[config.mk]
export PLATFORM = sky130hd
export DESIGN_NAME = piradip_axis_rr_arbiter
export DESIGN_NICKNAME = d
export VERILOG_FILES = /design/src/rtl/piradip_axis_rr_arbiter.sv
export SDC_FILE = /design/constraint.sdc
export NUM_CORES = 1
export LEC_CHECK = 0
export ABC_AREA = 1
export CAP_MARGIN = 20
export CELL_PAD_IN_SITES_DETAIL_PLACEMENT = 0
export CELL_PAD_IN_SITES_GLOBAL_PLACEMENT = 2
export CORE_ASPECT_RATIO = 1.75
export CORE_MARGIN = 2
export CORE_UTILIZATION = 15
export CTS_CLUSTER_DIAMETER = 200
export DETAILED_ROUTE_END_ITERATION = 12
export GPL_TIMING_DRIVEN = 0
export PLACE_DENSITY_LB_ADDON = 0.12
export SYNTH_ARGS = -nofsm -noshare
export SYNTH_HDL_FRONTEND = slang
export SYNTH_SLANG_ARGS = --single-unit
export TNS_END_PERCENT = 100
[constraint.sdc]
create_clock -name aclk -period 1.4 [get_ports aclk]
set_input_delay 0.28 -clock aclk [delete_from_list [all_inputs] [get_ports aclk]]
set_output_delay 0.28 -clock aclk [all_outputs]
set_load 0.01 [all_outputs]
[src/rtl/piradip_axis_rr_arbiter.sv]
`default_nettype none
// ============================================================================
// Module   : piradip_axis_rr_arbiter
// Brief    : Round-robin burst arbiter merging N_IN AXI-stream inputs onto one
//            fully registered output; TDEST carries the source index.
// Revision : 1.0 - initial release
// ============================================================================
module piradip_axis_rr_arbiter #(
    parameter int N_IN      = 4,
    parameter int WIDTH     = 32,
    parameter int MAX_BURST = 16
) (
    input  logic                    aclk,
    input  logic                    aresetn,
    input  logic [N_IN-1:0]         s_axis_tvalid,
    output logic [N_IN-1:0]         s_axis_tready,
    input  logic [N_IN*WIDTH-1:0]   s_axis_tdata,
    input  logic [N_IN-1:0]         s_axis_tlast,
    output logic                    m_axis_tvalid,
    input  logic                    m_axis_tready,
    output logic [WIDTH-1:0]        m_axis_tdata,
    output logic                    m_axis_tlast,
    output logic [$clog2(N_IN)-1:0] m_axis_tdest,
    output logic                    busy
);

    localparam int c_dest_w = $clog2(N_IN);
    // MAX_BURST = 0 means unlimited; the counter still needs a legal width.
    localparam int c_cnt_w  = (MAX_BURST > 0) ? $clog2(MAX_BURST + 1) : 1;
    localparam logic [c_cnt_w-1:0] c_last_beat =
        (MAX_BURST > 0) ? c_cnt_w'(MAX_BURST - 1) : '0;

    localparam logic [0:0] c_st_idle  = 1'b0;
    localparam logic [0:0] c_st_grant = 1'b1;

    logic [0:0]          r_state;
    logic [c_dest_w-1:0] r_grant;
    logic [c_dest_w-1:0] r_last_grant;
    logic [c_cnt_w-1:0]  r_beat_cnt;
    logic                r_m_tvalid;
    logic [WIDTH-1:0]    r_m_tdata;
    logic                r_m_tlast;
    logic [c_dest_w-1:0] r_m_tdest;

    logic [c_dest_w-1:0] w_arb_idx;
    logic [c_dest_w-1:0] w_cand;
    logic                w_arb_hit;
    logic                w_out_free;
    logic                w_accept;
    logic                w_beat_last;
    logic [WIDTH-1:0]    w_sel_data;

    // Scan starting just after the previous winner, wrapping modulo N_IN.
    always_comb begin
        w_arb_idx = r_last_grant;
        w_arb_hit = 1'b0;
        w_cand    = '0;
        for (int k = 1; k <= N_IN; k++) begin
            w_cand = c_dest_w'((int'(r_last_grant) + k) % N_IN);
            if (!w_arb_hit && s_axis_tvalid[w_cand]) begin
                w_arb_hit = 1'b1;
                w_arb_idx = w_cand;
            end
        end
    end

    assign w_out_free  = m_axis_tready | ~r_m_tvalid;
    assign w_accept    = (r_state == c_st_grant) & s_axis_tvalid[r_grant] & w_out_free;
    assign w_sel_data  = s_axis_tdata[r_grant*WIDTH +: WIDTH];
    assign w_beat_last = s_axis_tlast[r_grant] |
                         ((MAX_BURST != 0) && (r_beat_cnt == c_last_beat));

    always_comb begin
        s_axis_tready = '0;
        if (r_state == c_st_grant) begin
            s_axis_tready[r_grant] = w_out_free;
        end
    end

    always_ff @(posedge aclk) begin
        if (!aresetn) begin
            r_state      <= c_st_idle;
            r_grant      <= '0;
            r_last_grant <= c_dest_w'(N_IN - 1);
            r_beat_cnt   <= '0;
            r_m_tvalid   <= 1'b0;
            r_m_tdata    <= '0;
            r_m_tlast    <= 1'b0;
            r_m_tdest    <= '0;
        end else begin
            if (w_accept) begin
                r_m_tvalid <= 1'b1;
                r_m_tdata  <= w_sel_data;
                r_m_tlast  <= w_beat_last;
                r_m_tdest  <= r_grant;
                r_beat_cnt <= r_beat_cnt + 1'b1;
                if (w_beat_last) begin
                    r_state <= c_st_idle;
                end
            end else if (m_axis_tready) begin
                r_m_tvalid <= 1'b0;
            end

            // Arbitration does not wait for a pending output beat to drain.
            if ((r_state == c_st_idle) && w_arb_hit) begin
                r_state      <= c_st_grant;
                r_grant      <= w_arb_idx;
                r_last_grant <= w_arb_idx;
                r_beat_cnt   <= '0;
            end
        end
    end

    assign m_axis_tvalid = r_m_tvalid;
    assign m_axis_tdata  = r_m_tdata;
    assign m_axis_tlast  = r_m_tlast;
    assign m_axis_tdest  = r_m_tdest;
    assign busy          = (r_state == c_st_grant);

endmodule
`default_nettype wire

==> flow_summary_export.csv, run 1 <==
group,metric,value,unit
clocking,cts_sinks,46,
global_route,grt_antenna_before_repair,0,
cells_and_area,utilization,33.1,%
cells_and_area,diodes,0,
logic_synthesis,netlist.area_leader.share,35.0,%
route,post-route-drc-count,0,
setup_path,critPathKind,"flop to flop",
logic_synthesis,netlist_area,0.00263,mm²
outcome,status,"finished with violations",
timing,setup_viol,41,
timing,whs,0.457,ns
clocking,cts_tree,"built",
route,vias,3615,
logic_synthesis,synth-edff-count,0,
timing,fin_worst_skew,0.00544,ns
logic_synthesis,yosysWarnings,0,
logic_synthesis,synth_flop_cell,"dfxtp_1",
setup_path,cp-start-kind,"flop",
die,initial_utilization,15.2,%
timing,period_needed,1.54,ns
setup_path,crit_family,"buffers and inverters",
flow_run,maxCapViolCount,0,
placement,portBuffers,179,
timing,period_share,110,%
setup_path,r2r-start,"r_grant[0]$_SDFFE_PN0P_",
placement,placedInstanceArea,0.00471,mm²
power_and_ir_drop,ir_worst_vdd,0.000505,V
timing,fin_setup_tns,-3.00,ns
logic_synthesis,synth_cell_types,26,
global_route,grt_pass1_wl,21400,µm
power_and_ir_drop,p_per_area,1460,mW/mm²
logic_synthesis,synthTopCellsByArea,"dfxtp_1 35%, nand2_1 22%, a221oi_1 11%",
setup_path,crit_slowest_cell,"dfxtp_4",
logic_synthesis,synth_top_area_cell,"dfxtp_1",
cells_and_area,fill_cells,1905,
placement,dp_cells,806,
clocking,cts_buffer_depth,2,
global_route,grt_pass1_vias,3734,
timing,max_freq,0.648,GHz
global_route,grt_max_degree,13,
placement,dp_hpwl,11300,µm
clocking,cts-root-buf,"clkbuf_16",
timing,slew_violations,0,
outcome,violations,"setup timing",
logic_synthesis,yosys_register_bits,46,
timing,post-route-worst-setup-slack,-0.143,ns
power_and_ir_drop,p_leak,2.47,nW
clocking,htree_num_levels,2,
setup_path,r2r_cells,6,
setup_path,cp.depth,6,
setup_path,r2r-end,"m_axis_tdata[2]$_SDFFE_PN0P_",
timing,worst_slew_pin_slew,0.533,ns
global_route,gr-total-overflow,0,
route,drt_iter0_markers,104,
clocking,cts.clk_slew.worst_paths,0.06,ns
die,die_height,179,µm
min_path,hold_path_end,"m_axis_tvalid$_SDFFE_PN0P_",
placement,dpl_worst_slack,-0.756,ns
clocking,cts_hold_buf,0,
setup_path,arrival,1.71,ns
cells_and_area,fin_area,0.00574,mm²
logic_synthesis,synth_fp_nets,537,
global_route,grt_usage,15.4,%
setup_path,r2r_slack,-0.14,ns
route,drt-wirelength-per-cell,17.5,µm
timing,rsz0062_at_grt,"true",
min_path,holdCritStartpoint,"m_axis_tready",
cells_and_area,final_cells,846,
route,postRouteAntennaNets,0,
placement,place_congestion,0.769,
min_path,holdPathStages,4,
route,wl,14800,µm
setup_path,path_max_fanout,10,
logic_synthesis,synth-seq-area-share,35.0,%
cells_and_area,nets,756,
cells_and_area,area_growth,118,%
clocking,clock_latency,0.29,ns
setup_path,end_kind,"flop",
die,pin_count,180,
die,rows,64,
setup_path,critPathMaxStageDelay,0.41,ns
setup_path,path_cells,"inv_4 > nand2_4 > clkinvlp_4 > clkbuf_8 > a221oi_4 > a21oi_1",
min_path,hp-class,"input pin to flop",
clocking,cts-buffers-inserted,5,
setup_path,worst-path-buf-inv,3,
setup_path,cp.required,1.57,ns
logic_synthesis,synthCells,396,
route,first_pass_iters,4,
power_and_ir_drop,p_total,8.40,mW
die,die_w,104,µm
logic_synthesis,async_flop_share,0,%
timing,finalHoldViolCount,0,
timing,slew_headroom,64.5,%
die,die-area,0.0187,mm²
cells_and_area,layout-drive-gt1-share,27.8,%
die,core,0.0174,mm²
route,vias_per_cell,4.27,
logic_synthesis,synth_area_per_cell,6.65,µm²
power breakdown:
group / total, mW / switching [mW] / internal, mW
Combinational: 5.34 / 2.88 / 2.46
Sequential: 1.89 / 0.224 / 1.67
Clock: 1.17 / 0.514 / 0.655
Total: 8.40 / 3.62 / 4.79
flip-flops by register name, summed over array words and instances (netlist names):
| signal | cells |
|---|---|
| r_last_grant | 2 |
| m_axis_tdest | 2 |
| busy | 1 |
| m_axis_tdata | 32 |
| r_grant | 2 |
| m_axis_tvalid | 1 |
| m_axis_tlast | 1 |
| r_beat_cnt | 5 |
cells by family after synthesis:
logic type               after synthesis  synth area share (%)
adder cells (fa/ha/maj)                2                 0.950
AND/OR/NAND/NOR                      184                  27.9
flip-flops                            46                  35.0
buffers and inverters                 44                  7.79
AO/OA/AOI/OAI                        117                  27.4
XOR/XNOR                               3                 0.998
timing repair:
| action | CTS | global route |
|---|---|---|
| pin swaps | 19 | 21 |
| cloned | 1 | 1 |
| setup endpoints to repair | 87 | 49 |
| setup buffers | 27 | 5 |
| resized for setup | 197 | 52 |
cell usage in the layout, fill, tap and decap left out, types with 4 or more instances in the layout:
master and n:
a21oi_1 37, nand2_2 25, dfxtp_4 4, a221oi_4 7
clkbuf_8 6, buf_4 34, inv_1 5, buf_2 5
nand2_4 9, nand2_1 119, clkbuf_16 6, a221oi_1 7
nand3_1 10, clkbuf_1 5, a21oi_2 5, a221oi_2 18
clkdlybuf4s50_1 133, nor2_4 5, o21ai_1 18, dlygate4sd2_1 42
buf_6 6, o21ai_0 20, inv_2 7, dfxtp_1 39
nor2_2 4
tightest hold or removal path, cell delays in order:
cell and delay [ns]:
dlygate4sd2_1 0.24, nor2_4 0.06, nor2_1 0.09, nor2_1 0.04
worst max-delay path by stage:
stage / start / to / slack (ns)
6_report: r_grant[0]$_SDFFE_PN0P_ / m_axis_tdata[2]$_SDFFE_PN0P_ / -0.14
5_1_grt: r_grant[0]$_SDFFE_PN0P_ / m_axis_tdata[1]$_SDFFE_PN0P_ / -0.22
4_1_cts: r_grant[0]$_SDFFE_PN0P_ / m_axis_tdata[5]$_SDFFE_PN0P_ / -0.14
3_5_place_dp: m_axis_tready / s_axis_tready[0] / -0.76
3_3_place_gp: m_axis_tready / s_axis_tready[0] / -0.76
2_1_floorplan: r_last_grant[1]$_SDFFE_PN1P_ / r_beat_cnt[1]$_SDFFE_PP0P_ / 0.04
routing by layer:
metal / vias to the layer above / wire length, µm / track usage [%]
met3: 15 / 710 / 3.31
met4: 0 / 325 / 5.18
met1: 1686 / 4980 / 14.2
li1: 1805 / - / -
met2: 109 / 8820 / 32.5
met5: - / 0 / 0
synth_stat cells (all sizes together) (2+ instances only):
cell type    n
dfxtp       46
buf         13
nor2        13
a221oi      32
clkbuf      12
o21ai       40
ha           2
a21oi       42
o211ai       2
xor2         3
inv         19
nand2      155
nand3       13
final cells by class:
| cell class | instances | area, µm² | area share [%] |
|---|---|---|---|
| timing repair buffer | 213 | 2010 | 35.0 |
| inverter | 19 | 97.6 | 1.70 |
| buffer | 24 | 240 | 4.18 |
| tap | 231 | 289 | 5.03 |
| sequential | 46 | 940 | 16.4 |
| clock buffer | 7 | 133 | 2.31 |
| multi-input combinational | 306 | 2040 | 35.5 |
Note: power is estimated with default switching activity, not from simulation.
==> run 2, diff against run 1 <==
- CELL_PAD_IN_SITES_DETAIL_PLACEMENT: 0 -> 1
- CELL_PAD_IN_SITES_GLOBAL_PLACEMENT: 2 -> 1
- CORE_UTILIZATION: 15 -> 25
- clock period: 1.4 -> 1.9 ns (I/O delays scaled with it)
==> run 2 against run 1 <==
The run now ends clean; sequential power decreased by 28%; count of clock-buffer cells in the layout unchanged; combinational power decreased by 47%; via count decreased by 1.3%; first-iteration DRC count increased by 11%; non-clock buffer count decreased by 33; die area decreased by 39%; cell area decreased by 16%; power decreased by 39%; clock skew about the same; register-to-register slack improved by 0.27 ns; worst setup slack improved by 0.22 ns; critical path type is now input pin to primary output; largest cell class unchanged; largest power group unchanged; highest routed layer unchanged.
==> flow_summary_export.csv, run 2 (synthesis results as in run 1) <==
group,metric,value,unit
outcome,status,"finished clean",
setup_path,path_max_fanout,5,
setup_path,critPathMaxStageDelay,0.46,ns
power_and_ir_drop,ir_worst_vdd,0.000494,V
die,die_height,140,µm
timing,fin_setup_tns,0,ns
cells_and_area,area_growth,82.4,%
clocking,htree_num_levels,2,
placement,dp_cells,702,
setup_path,critPathKind,"input pin to primary output",
cells_and_area,final_cells,710,
cells_and_area,utilization,46.6,%
route,postRouteAntennaNets,0,
clocking,cts-root-buf,"clkbuf_16",
timing,period_needed,1.82,ns
timing,slew_headroom,53.3,%
timing,period_share,95.8,%
die,rows,49,
setup_path,worst_path_most_repeated_cell,"nor2_1",
timing,worst_slew_pin_slew,0.701,ns
setup_path,crit_slowest_cell,"clkdlybuf4s50_1",
clocking,cts.clk_slew.worst_paths,0.06,ns
die,die_w,81.6,µm
route,wl_met3,718,µm
cells_and_area,layout-drive-gt1-share,9.43,%
setup_path,end_kind,"primary output",
timing,whs,0.466,ns
setup_path,path_cells,"clkdlybuf4s50_1 > nor2_1 > nor2_1 > inv_2 > nor3_2 > buf_2",
timing,finalHoldViolCount,0,
global_route,grt_pass1_vias,3741,
min_path,hp-class,"flop to flop",
global_route,grt_usage,22.7,%
power_and_ir_drop,p_per_area,1060,mW/mm²
placement,dp_hpwl,10300,µm
min_path,holdPathStages,2,
route,post-route-drc-count,0,
clocking,cts_buffer_depth,2,
timing,fin_worst_skew,0.00562,ns
die,pin_count,180,
global_route,grt_antenna_before_repair,0,
route,top_layer_used,"met4",
cells_and_area,nets,723,
cells_and_area,diodes,0,
global_route,grt_max_degree,14,
setup_path,cp.required,1.52,ns
route,first_pass_iters,4,
clocking,cts_tree,"built",
global_route,gr-total-overflow,0,
route,drt-wirelength-per-cell,18.3,µm
placement,place_congestion,0.763,
setup_path,cp-start-kind,"input pin",
clocking,cts_sinks,46,
timing,setup_viol,0,
power_and_ir_drop,p_leak,2.04,nW
route,drt_iter0_markers,115,
clocking,clock_latency,0.29,ns
die,die-area,0.0114,mm²
timing,slew_violations,0,
cells_and_area,final_common_cell,"clkdlybuf4s50_1",
placement,portBuffers,179,
timing,rsz0062_at_grt,"false",
global_route,grt_pass1_wl,19400,µm
route,route.met2.wl,7400,µm
flow_run,maxCapViolCount,0,
clocking,cts-buffers-inserted,5,
route,vias,3568,
route,wl,13000,µm
setup_path,r2r_cells,6,
setup_path,arrival,1.44,ns
die,initial_utilization,25.6,%
cells_and_area,final_cell_mix,"175 x clkdlybuf4s50_1, 153 x nand2_1, 45 x dfxtp_1",
cells_and_area,largest_reg_flops,32,
timing,max_freq,0.549,GHz
route,m1WireLength,4510,µm
die,core,0.0103,mm²
route,vias_per_cell,5.03,
[run 2: cell types whose count changed in the layout (fill, tap and decap cells not counted), sizes merged, moves of 2 or more]
cell,change
dlygate4sd2,-42
clkdlybuf4s50,+42
buf,-31
clkbuf,-2
[run 2: worst paths after layout]
kind	startpoint	to	slack, ns
setup / recovery	m_axis_tready	s_axis_tready[0]	0.08
hold / removal	r_beat_cnt[3]$_SDFFE_PP0P_	r_beat_cnt[3]$_SDFFE_PP0P_	0.47
setup reg to reg	r_grant[0]$_SDFFE_PN0P_	m_axis_tdata[6]$_SDFFE_PN0P_	0.13
hold reg to reg	r_beat_cnt[3]$_SDFFE_PP0P_	r_beat_cnt[3]$_SDFFE_PP0P_	0.47
[run 2: power by group]
| group | internal [mW] | switching [mW] | leakage [nW] |
|---|---|---|---|
| clock | 0.522 | 0.373 | 0.0739 |
| combinational | 1.25 | 1.60 | 1.58 |
| sequential | 1.21 | 0.150 | 0.377 |
| total | 2.98 | 2.12 | 2.04 |
[run 2: worst max-delay path: cells and delay by family]
kind / cells / cell delay [ns]
buffers and inverters: 3 / 0.73
AND/OR/NAND/NOR: 3 / 0.33
[run 2: cell type report]
cell class,count,area (µm²)
Buffer,25,144
Clock buffer,7,143
Clock inverter,1,5.00
Fill cell,1332,5500
Inverter,19,71.3
Multi-Input combinational cell,306,1590
Sequential cell,46,922
Tap cell,127,159
Timing Repair Buffer,179,1770
[run 2: what timing repair did]
action	4_1_cts	5_1_grt
cloned	0	0
hold endpoints to repair	0	0
pin swaps	1	1
hold buffers	0	0
endpoints found under the setup margin	13	33
gates resized for setup	18	27
buffers inserted	0	0
[run 2: per-layer routing]
| metal | vias up | GRT usage, % |
|---|---|---|
| li1 | 1727 | - |
| met1 | 1712 | 22.4 |
| met2 | 110 | 43.8 |
| met3 | 19 | 5.19 |
| met4 | 0 | 8.51 |
| met5 | - | 0 |
[run 2: per-stage QoR]
| step | instance area, µm² | setup slack [ns] | power [mW] |
|---|---|---|---|
| 3_5_place_dp | 4580 | -0.432 | 4.16 |
| 3_3_place_gp | 4580 | -0.419 | 4.08 |
| 5_1_grt | 4800 | 0.00516 | 5.47 |
| 4_1_cts | 4740 | -0.0316 | 5.07 |
| 6_report | 4800 | 0.0792 | 5.10 |
| 2_1_floorplan | 2630 | 0.526 | 2.80 |
==> run 3, diff against run 2 <==
- CORE_MARGIN: 2 -> 4
==> run 3 against run 2 <==
Power fell by 0.66%; routed wire length is 1.4% higher; count of clock-buffer cells in the layout is 1 lower; die area rose by 7.9%; sequential share of layout area grew 0.11 points.
==> flow_summary_export.csv, run 3 (synthesis results as in run 1) <==
group,metric,value,unit
flow_run,maxCapViolCount,0,
power_and_ir_drop,clkPwrFrac,18.0,%
die,die_height,144,µm
global_route,grt_usage,20.9,%
route,vias_per_cell,4.97,
timing,slew_headroom,56.0,%
clocking,htree_num_levels,2,
die,pin_count,180,
placement,placedInstanceArea,0.00458,mm²
cells_and_area,diodes,0,
cells_and_area,seqCellArea,923,µm²
power_and_ir_drop,seqPwrFrac,27.0,%
global_route,gr-total-overflow,0,
placement,dp_cells,702,
route,first_pass_iters,4,
route,postRouteAntennaNets,0,
outcome,status,"finished clean",
die,initial_utilization,25.6,%
cells_and_area,fill_cells,1337,
route,vias,3536,
cells_and_area,nets,724,
route,post-route-drc-count,0,
setup_path,end_kind,"primary output",
global_route,grt_max_degree,15,
global_route,grt_pass1_wl,19700,µm
clocking,cts_buffer_depth,2,
cells_and_area,largest_reg_flops,32,
power_and_ir_drop,intPower,2.96,mW
cells_and_area,area_growth,81.6,%
die,die-area,0.0123,mm²
power_and_ir_drop,p_sw_share,41.5,%
global_route,grt_antenna_before_repair,0,
clocking,cts_tree,"built",
timing,finalHoldViolCount,0,
cells_and_area,layout-drive-gt1-share,8.22,%
cells_and_area,multi_input_area,0.00154,mm²
timing,fin_setup_tns,0,ns
setup_path,cp.required,1.52,ns
placement,portBuffers,179,
route,wl,13100,µm
min_path,hp-class,"flop to flop",
cells_and_area,final_cell_mix,"175 x clkdlybuf4s50_1, 153 x nand2_1, 44 x dfxtp_1",
placement,dp_hpwl,10600,µm
power_and_ir_drop,ir_worst_vdd,0.000465,V
clocking,cts-root-buf,"clkbuf_16",
timing,fin_worst_skew,0.00597,ns
timing,setup_viol,0,
route,drt-wirelength-per-cell,18.5,µm
timing,period_share,96.7,%
setup_path,arrival,1.46,ns
setup_path,path_max_fanout,5,
cells_and_area,utilization,46.4,%
clocking,cts.clk_slew.worst_paths,0.07,ns
clocking,cts-buffers-inserted,5,
timing,max_freq,0.544,GHz
power_and_ir_drop,p_per_area,1060,mW/mm²
die,die_w,85.6,µm
clocking,clock_latency,0.29,ns
power_and_ir_drop,switchingPower,2.10,mW
cells_and_area,fin_area,0.00478,mm²
route,drt_iter0_markers,102,
clocking,cts_sinks,46,
power_and_ir_drop,p_leak,2.03,nW
cells_and_area,final_common_cell,"clkdlybuf4s50_1",
timing,period_needed,1.84,ns
die,rows,49,
setup_path,cp-start-kind,"input pin",
die,core,0.0103,mm²
global_route,grt_pass1_vias,3740,
setup_path,r2r_slack,0.16,ns
power_and_ir_drop,p_comb_share,55.0,%
timing,worst_slew_pin_slew,0.661,ns
cells_and_area,final_cells,711,
timing,slew_violations,0,
setup_path,critPathKind,"input pin to primary output",
placement,place_congestion,0.801,
==> run 3: changes by cell type in the layout (fill, tap and decap cells not counted), moves of 2 or more <==
cell	previous run	this run
a221oi_1	22	30
buf_2	14	12
a221oi_2	10	2
dlygate4sd2_1	0	2
==> run 3: layout make-up <==
type | instances | share of cell area (%)
multi-input combinational | 306 | 32.3
clock buffer | 6 | 2.90
timing repair buffer | 180 | 37.5
buffer | 25 | 2.96
sequential | 46 | 19.3
tap | 127 | 3.32
clock inverter | 2 | 0.262
inverter | 19 | 1.49
==> run 3: metrics by stage <==
step / setup slack, ns / power, mW / hold slack (ns)
2_1_floorplan: 0.526 / 2.80 / 0.441
3_3_place_gp: -0.425 / 4.08 / 0.449
3_5_place_dp: -0.444 / 4.15 / 0.467
4_1_cts: -0.0190 / 5.08 / 0.477
5_1_grt: -0.0212 / 5.44 / 0.498
6_report: 0.0619 / 5.07 / 0.473
==> run 3: critical path, cell delays in order <==
cell	delay [ns]
clkdlybuf4s50_1	0.47
nor2_2	0.05
nor2_2	0.11
inv_2	0.08
nor2_1	0.09
dlygate4sd2_1	0.27
==> run 3: worst paths after layout <==
kind | startpoint | to | depth (start not counted)
setup / recovery | m_axis_tready | s_axis_tready[2] | 6
hold / removal | r_beat_cnt[3]$_SDFFE_PP0P_ | r_beat_cnt[3]$_SDFFE_PP0P_ | 2
setup reg to reg | r_grant[0]$_SDFFE_PN0P_ | m_axis_tdata[31]$_SDFFE_PN0P_ | 6
hold reg to reg | r_beat_cnt[3]$_SDFFE_PP0P_ | r_beat_cnt[3]$_SDFFE_PP0P_ | 2
==> run 3: power groups by stage <==
stage	registers [mW]	logic [mW]	clock network [mW]
2_1_floorplan	1.45	1.35	0
3_3_place_gp	1.37	2.72	0
3_5_place_dp	1.38	2.77	0
4_1_cts	1.36	2.79	0.929
5_1_grt	1.40	3.07	0.970
6_report	1.37	2.79	0.912
==> run 3: timing repair <==
action / CTS / global route
pin swaps: 0 / 0
endpoints found under the setup margin: 11 / 36
gates resized for setup: 12 / 20
buffers inserted: 0 / 1
hold buffers: 0 / 0
==> run 3: per-layer routing <==
| metal | part of all wire [%] | GRT usage [%] | vias up |
|---|---|---|---|
| met3 | 5.6 | 4.82 | 19 |
| met4 | 3.0 | 7.42 | 0 |
| met5 | 0 | 0 | - |
| met1 | 34 | 20.5 | 1676 |
| li1 | - | - | 1724 |
| met2 | 57 | 41.6 | 117 |
